### config.mk
export PLATFORM = sky130hd
export DESIGN_NAME = dpram_port_arbiter
export DESIGN_NICKNAME = d
export VERILOG_FILES = /design/src/rtl/dpram_port_arbiter.sv
export SDC_FILE = /design/constraint.sdc
export NUM_CORES = 1
export LEC_CHECK = 0
export BUFFER_PORTS_ARGS = -buffer_cell sky130_fd_sc_hd__buf_2
export CORE_AREA = 2 2 57 59
export DETAILED_ROUTE_END_ITERATION = 10
export DIE_AREA = 0 0 59 61
export PLACE_DENSITY = 0.84
export SYNTH_ARGS = -nofsm -noshare
export SYNTH_HDL_FRONTEND = slang
export SYNTH_SLANG_ARGS = --single-unit
### constraint.sdc
create_clock -name clk -period 2.73 [get_ports clk]
set_input_delay 0.273 -clock clk [delete_from_list [all_inputs] [get_ports clk]]
set_output_delay 0.273 -clock clk [all_outputs]
set_load 0.1 [all_outputs]
### src/rtl/dpram_port_arbiter.sv
// Two-requester arbiter in front of one port of a registered-read dual-port RAM.
// Optional ARB_ROUND_ROBIN_EN selects round-robin tie-break; default is fixed priority (req0 wins).
module dpram_port_arbiter #(
   parameter int unsigned ADDR_W = 10,
   parameter int unsigned DATA_W = 8
) (
   input  logic              clk,
   input  logic              reset_n,
   input  logic              req0,
   input  logic              we0,
   input  logic [ADDR_W-1:0] addr0,
   input  logic [DATA_W-1:0] wdata0,
   input  logic              req1,
   input  logic              we1,
   input  logic [ADDR_W-1:0] addr1,
   input  logic [DATA_W-1:0] wdata1,
   output logic              ack0,
   output logic              ack1,
   output logic              rvalid0,
   output logic              rvalid1,
   output logic [DATA_W-1:0] rdata,
   output logic              ram_wren,
   output logic [ADDR_W-1:0] ram_address,
   output logic [DATA_W-1:0] ram_data,
   input  logic [DATA_W-1:0] ram_q
);

   logic              r_ack0;
   logic              r_ack1;
   logic              r_rvalid0;
   logic              r_rvalid1;
   logic              r_wren;
   logic [ADDR_W-1:0] r_address;
   logic [DATA_W-1:0] r_data;
   logic              r_last_grant;

   logic              w_elig0;
   logic              w_elig1;
   logic              w_tie_to1;
   logic              w_gnt0;
   logic              w_gnt1;

   // A requester whose ack is high still holds req for the accepted access; mask it.
   always_comb begin
      w_elig0 = req0 & ~r_ack0;
      w_elig1 = req1 & ~r_ack1;
`ifdef ARB_ROUND_ROBIN_EN
      w_tie_to1 = ~r_last_grant;
`else
      w_tie_to1 = 1'b0;
`endif
      w_gnt0 = w_elig0 & ~(w_elig1 & w_tie_to1);
      w_gnt1 = w_elig1 & ~w_gnt0;
   end

   always_ff @(posedge clk or negedge reset_n) begin
      if (!reset_n) begin
         r_ack0       <= 1'b0;
         r_ack1       <= 1'b0;
         r_rvalid0    <= 1'b0;
         r_rvalid1    <= 1'b0;
         r_wren       <= 1'b0;
         r_address    <= '0;
         r_data       <= '0;
         r_last_grant <= 1'b1;
      end else begin
         r_ack0    <= w_gnt0;
         r_ack1    <= w_gnt1;
         r_rvalid0 <= r_ack0;
         r_rvalid1 <= r_ack1;
         if (w_gnt0) begin
            r_wren       <= we0;
            r_address    <= addr0;
            r_data       <= wdata0;
            r_last_grant <= 1'b0;
         end else if (w_gnt1) begin
            r_wren       <= we1;
            r_address    <= addr1;
            r_data       <= wdata1;
            r_last_grant <= 1'b1;
         end else begin
            r_wren <= 1'b0;
         end
      end
   end

   assign ack0        = r_ack0;
   assign ack1        = r_ack1;
   assign rvalid0     = r_rvalid0;
   assign rvalid1     = r_rvalid1;
   assign rdata       = ram_q;
   assign ram_wren    = r_wren;
   assign ram_address = r_address;
   assign ram_data    = r_data;

endmodule
## Word-level counts from Yosys, hierarchy flattened

Cells that the tools add are included.

| storage, ports and cells | value |
|---|---|
| flip-flop bits (word level) | 23 |
| bits of input ports | 50 |

| operators by class | value |
|---|---|
| multiplexer cells | 6 |
| bitwise logic cells | 6 |
| reduce and logical (&&, ||, !) cells | 1 |

Operators with widths:

| kind | number |
|---|---|
| 10-bit 2-to-1 mux | 2 |
| 8-bit 2-to-1 mux | 2 |
| 1-bit bitwise AND | 3 |
| 1-bit NOT | 3 |
| 1-bit 2-to-1 mux | 2 |
| 2-bit nonzero test | 1 |

## Longest topological paths before layout

| depth | value |
|---|---|
| depth after elaboration | 6 |
| mapped depth | 5 |
| gate-level depth less buffers | 4 |

## Least setup slack after synthesis

No wires, ideal clock.

| timing | value |
|---|---|
| kind | reg-to-reg |
| from | register r_ack0 (netlist: ack0) |
| to | register r_address[5] (netlist: ram_address[5]) |
| arrival | 1.919 ns |
| setup slack | 0.685 ns |
| cell stages (with the launch flop) | 5 |
| buffers on the path | 1 |
| period minus slack after synthesis | 2.045 ns |
| cells stage by stage | dfrtp_1 -> nand2b_4 -> buf_6 -> mux2_4 -> mux2_4 |

| on the way | value |
|---|---|
| longest elaborated chain between the ends | 5 |
| elaborated cells between the ends (all ways) | 6 |

RTL lines:

| element | line | source |
|---|---|---|
| start, declared | 28 | `logic r_ack0;` |
| start signal, assigned | 67 | `r_ack0 <= w_gnt0;` |
| 1-bit NOT * | 45 | `w_elig0 = req0 & ~r_ack0;` |
| 1-bit bitwise AND * | 45 |  |
| 1-bit NOT | 53 | `w_gnt1 = w_elig1 & ~w_gnt0;` |
| 1-bit bitwise AND | 53 |  |
| 2-bit nonzero test (no line) | n/a |  |
| end signal, assigned | 73 | `r_address <= addr0;` |
| end signal, assigned | 78 | `r_address <= addr1;` |
| end, declared | 33 | `logic [ADDR_W-1:0] r_address;` |

Mark *: on every way between the ends. The rest lies on a longest branch, timed or not.
A chain may end at the register's enable or synchronous reset.

## Final worst setup path

| timing | value |
|---|---|
| from | register r_ack0 (netlist: ack0) |
| to | register r_data[0] (netlist: ram_data[0]) |

| on the way | value |
|---|---|
| longest elaborated chain between the ends | 5 |
| elaborated cells between the ends (all ways) | 6 |

RTL lines:

| element | line | source |
|---|---|---|
| 1-bit NOT * | 45 |  |
| 1-bit bitwise AND * | 45 |  |
| 1-bit NOT | 53 |  |
| 1-bit bitwise AND | 53 |  |
| 2-bit nonzero test (no line) | n/a |  |
| end signal, assigned | 74 | `r_data <= wdata0;` |
| end signal, assigned | 79 | `r_data <= wdata1;` |
| end, declared | 34 | `logic [DATA_W-1:0] r_data;` |

Marked as above.

==> metrics.csv <==
stage;metric;value;unit
sta;headroom to the max-slew limit;66.4;%
worst_setup_path;Setup crit end kind;flop;
routing;Vias/cell;4.75;
sta;Final setup viols;0;
clock_network;root buf cell;clkbuf_4;
worst_setup_path;Reg2Reg Setup Slack;1.24;ns
placement;Port Buffers;64;
floorplanning;Initial Util;43.3;%
global_route;first-pass GRT wire length;3600;microns
worst_setup_path;largest fanout on the critical path;20;
synth;most common cell in the netlist;mux2_4;
routing;routed len/inst;14.2;microns
clock_network;CTS buffer count;3;
clock_network;post-CTS setup buffer count;0;
sta;Final Max Tran Viols;0;
layout;share of layout cells above drive strength 1;79.1;%
routing;routed vias;793;
floorplanning;Die Span Y;61;microns
run;max-cap viol count;0;
synth;Post-Syn Area;1280;sq um
routing;Met1 Wirelength;924;microns
routing;DRT Pass-1 Iters;2;
floorplanning;Chip Width;59;microns
synth;Avg Inst Size Synth;16.8;sq um
routing;routed wire length;2380;microns
synth;yosys warns;0;
sta;setup tns final;0;ns
worst_setup_path;critical path's largest stage delay;0.41;ns
sta;Layout Skew;0.00335;ns
clock_network;CTS tree;done;
floorplanning;I/O pins;81;
sta;Final Hold Fails;0;
floorplanning;core area;2950;sq um
floorplanning;die footprint;3600;sq um
routing;wire length on met2;1230;microns
synth;commonest cells in the netlist;mux2_4, dfrtp_1, buf_4;
synth;Syn Nets;126;
synth;leading area contributor after synthesis;dfrtp_1;
clock_network;quantity of gates resized following cts;0;
pwr;PwrDens;744;nW/um^2
synth;top cells by area, synth;dfrtp_1, mux2_4, buf_4, buf_6, buf_12;
worst_setup_path;slowest stage cell, crit path;dfrtp_1;
synth;sequential area share after synthesis;45.1;%
worst_setup_path;Most Frequent Cell on Critical Path;mux2_4;
floorplanning;cell row count;20;
worst_setup_path;critical path cell sequence;nand2b_4 -> mux2_4 -> mux2_4;
layout;Final #Nets;185;
placement;placed cell area;1540;sq um
synth;FFs w/ async S/R, synth;100;%
layout;Design Area, Final;1570;sq um
sta;Slew @ Worst Pin;0.505;ns
routing;antenna-violating nets left;0;
clock_network;clk_lat worst skew;0.30;ns
pwr;worst vdd ir;0.341;mV
sta;final worst-path cycle share;54.6;%
routing;First DRT Iteration DRCs;10;
worst_setup_path;Worst Path Required;2.93;ns
clock_network;clock-pin slew on the worst setup and hold paths;0.12;ns
worst_setup_path;CP Launch Type;flop;
routing;DRC Markers;0;
clock_network;CTS H-tree depth;1;
synth;number of synthesized flops with an enable pin;0;
placement;RePlAce Congestion;0.668;
worst_setup_path;Setup CP Type;reg -> reg;
placement;Post-DP HPWL;1800;microns
routing;WL met3;197;microns
run_status;status;completed;
worst_setup_path;Worst Path Arrival;1.69;ns
layout;Syn-to-layout area delta;23.1;%
sta;RSZ-0062 raised after global routing;no;
global_route;largest net degree at the start of global routing;24;
synth;number of library cell types mapped by synthesis;11;
min_path;HP Class;in -> reg;
global_route;GR Overflow Total;0;
synth;Synth Flop Type;dfrtp_1;
clock_network;clock tree buffer depth;2;
pwr;Static Leak;0.885;nW
routing;Top Layer Used;met4;
layout;antenna cells;0;
global_route;vias in the first global route;855;
sta;fmax;671;MHz
global_route;Overall Global Routing Usage;13.7;%
global_route;antenna violations before repair;0;
sta;Tmin final;1.49;ns
synth;number of synthesized register bits;23;
clock_network;clk sinks;23;
synth;Post-Syn Instances;76;
synth;share of the synthesized area in the top cell type;45.1;%
-- flip-flops by register name, summed over array words and instances (netlist names) --
name / flops
ram_wren: 1
rvalid1: 1
rvalid0: 1
ack0: 1
ram_address: 10
ack1: 1
ram_data: 8
-- routing by layer --
metal  vias up  GRT usage [%]
met5         -              0
met2        47           24.3
met3         4           2.56
met1       369           16.1
li1        373              -
met4         0           6.17
-- cell usage in the layout, fill, tap and decap left out --
master,synthesis,layout
buf_2,0,64
mux2_4,36,36
dfrtp_1,23,23
clkbuf_4,0,3
nand2b_4,1,1
inv_1,1,1
nand2b_2,1,1
nor2_1,1,1
a22o_1,1,1
nand2_8,1,1
clkbuf_1,0,1
dlygate4sd3_1,0,1
-- kinds of logic (layout without fill, tap and decap cells) --
family | after synthesis | in the layout | share of synthesized area [%]
AO/OA/AOI/OAI | 1 | 1 | 0.686
buffers and inverters | 12 | 70 | 8.33
multiplexers | 36 | 36 | 42.3
flip-flops | 23 | 23 | 45.1
AND/OR/NAND/NOR | 4 | 4 | 3.62
-- worst paths after layout --
check,endpoint,from,cells after the start
max in group asynchronous,ram_address[1]$_DFFE_PN0P_,reset_n,2
worst max register to register,ram_data[0]$_DFFE_PN0P_,ack0$_DFF_PN0_,3
min in group asynchronous,ram_data[1]$_DFFE_PN0P_,reset_n,2
worst max-delay path,ram_data[0]$_DFFE_PN0P_,ack0$_DFF_PN0_,3
worst min register to register,rvalid0$_DFF_PN0_,ack0$_DFF_PN0_,0
worst min-delay path,ram_wren$_DFF_PN0_,we1,2
-- critical path: cells and delay by family, from the launching register on --
kind | cells | cell delay, ns
DFF | 1 | 0.41
and+or+nand+nor | 1 | 0.33
muxes | 2 | 0.63
-- timing repair --
item                       CTS  global route
hold endpoints to repair    23             0
hold buffers                 1             0
setup endpoints to repair    0             0
-- final cells by class --
type	instances	area (sq um)
flip-flops and latches	23	576
clock buffers	4	26.3
inverters	1	3.75
fillers	266	1380
multi-input cells	41	596
repair buffers	65	330
well taps	33	41.3
-- report_power, final --
part | internal [mW] | switching (mW) | total (mW) | leakage, nW
registers | 0.388 | 0.0249 | 0.413 | 0.273
clock network | 0.0569 | 0.0960 | 0.153 | 0.0150
logic | 0.159 | 0.445 | 0.604 | 0.597
-- per-stage QoR --
stage | hold slack [ns] | utilization (%) | power (mW) | cells | worst slack [ns]
5_1_grt | 0.183 | 53.3 | 1.21 | 167 | 1.19
3_3_place_gp | 0.259 | 52.0 | 1.02 | 162 | 1.29
3_5_place_dp | 0.278 | 52.0 | 1.03 | 162 | 1.24
6_report | 0.183 | 53.3 | 1.17 | 167 | 1.24
2_1_floorplan | -0.0226 | - | 0.983 | 76 | 0.685
4_1_cts | 0.171 | 53.3 | 1.19 | 167 | 1.22
(Power assumes the default switching activity.)
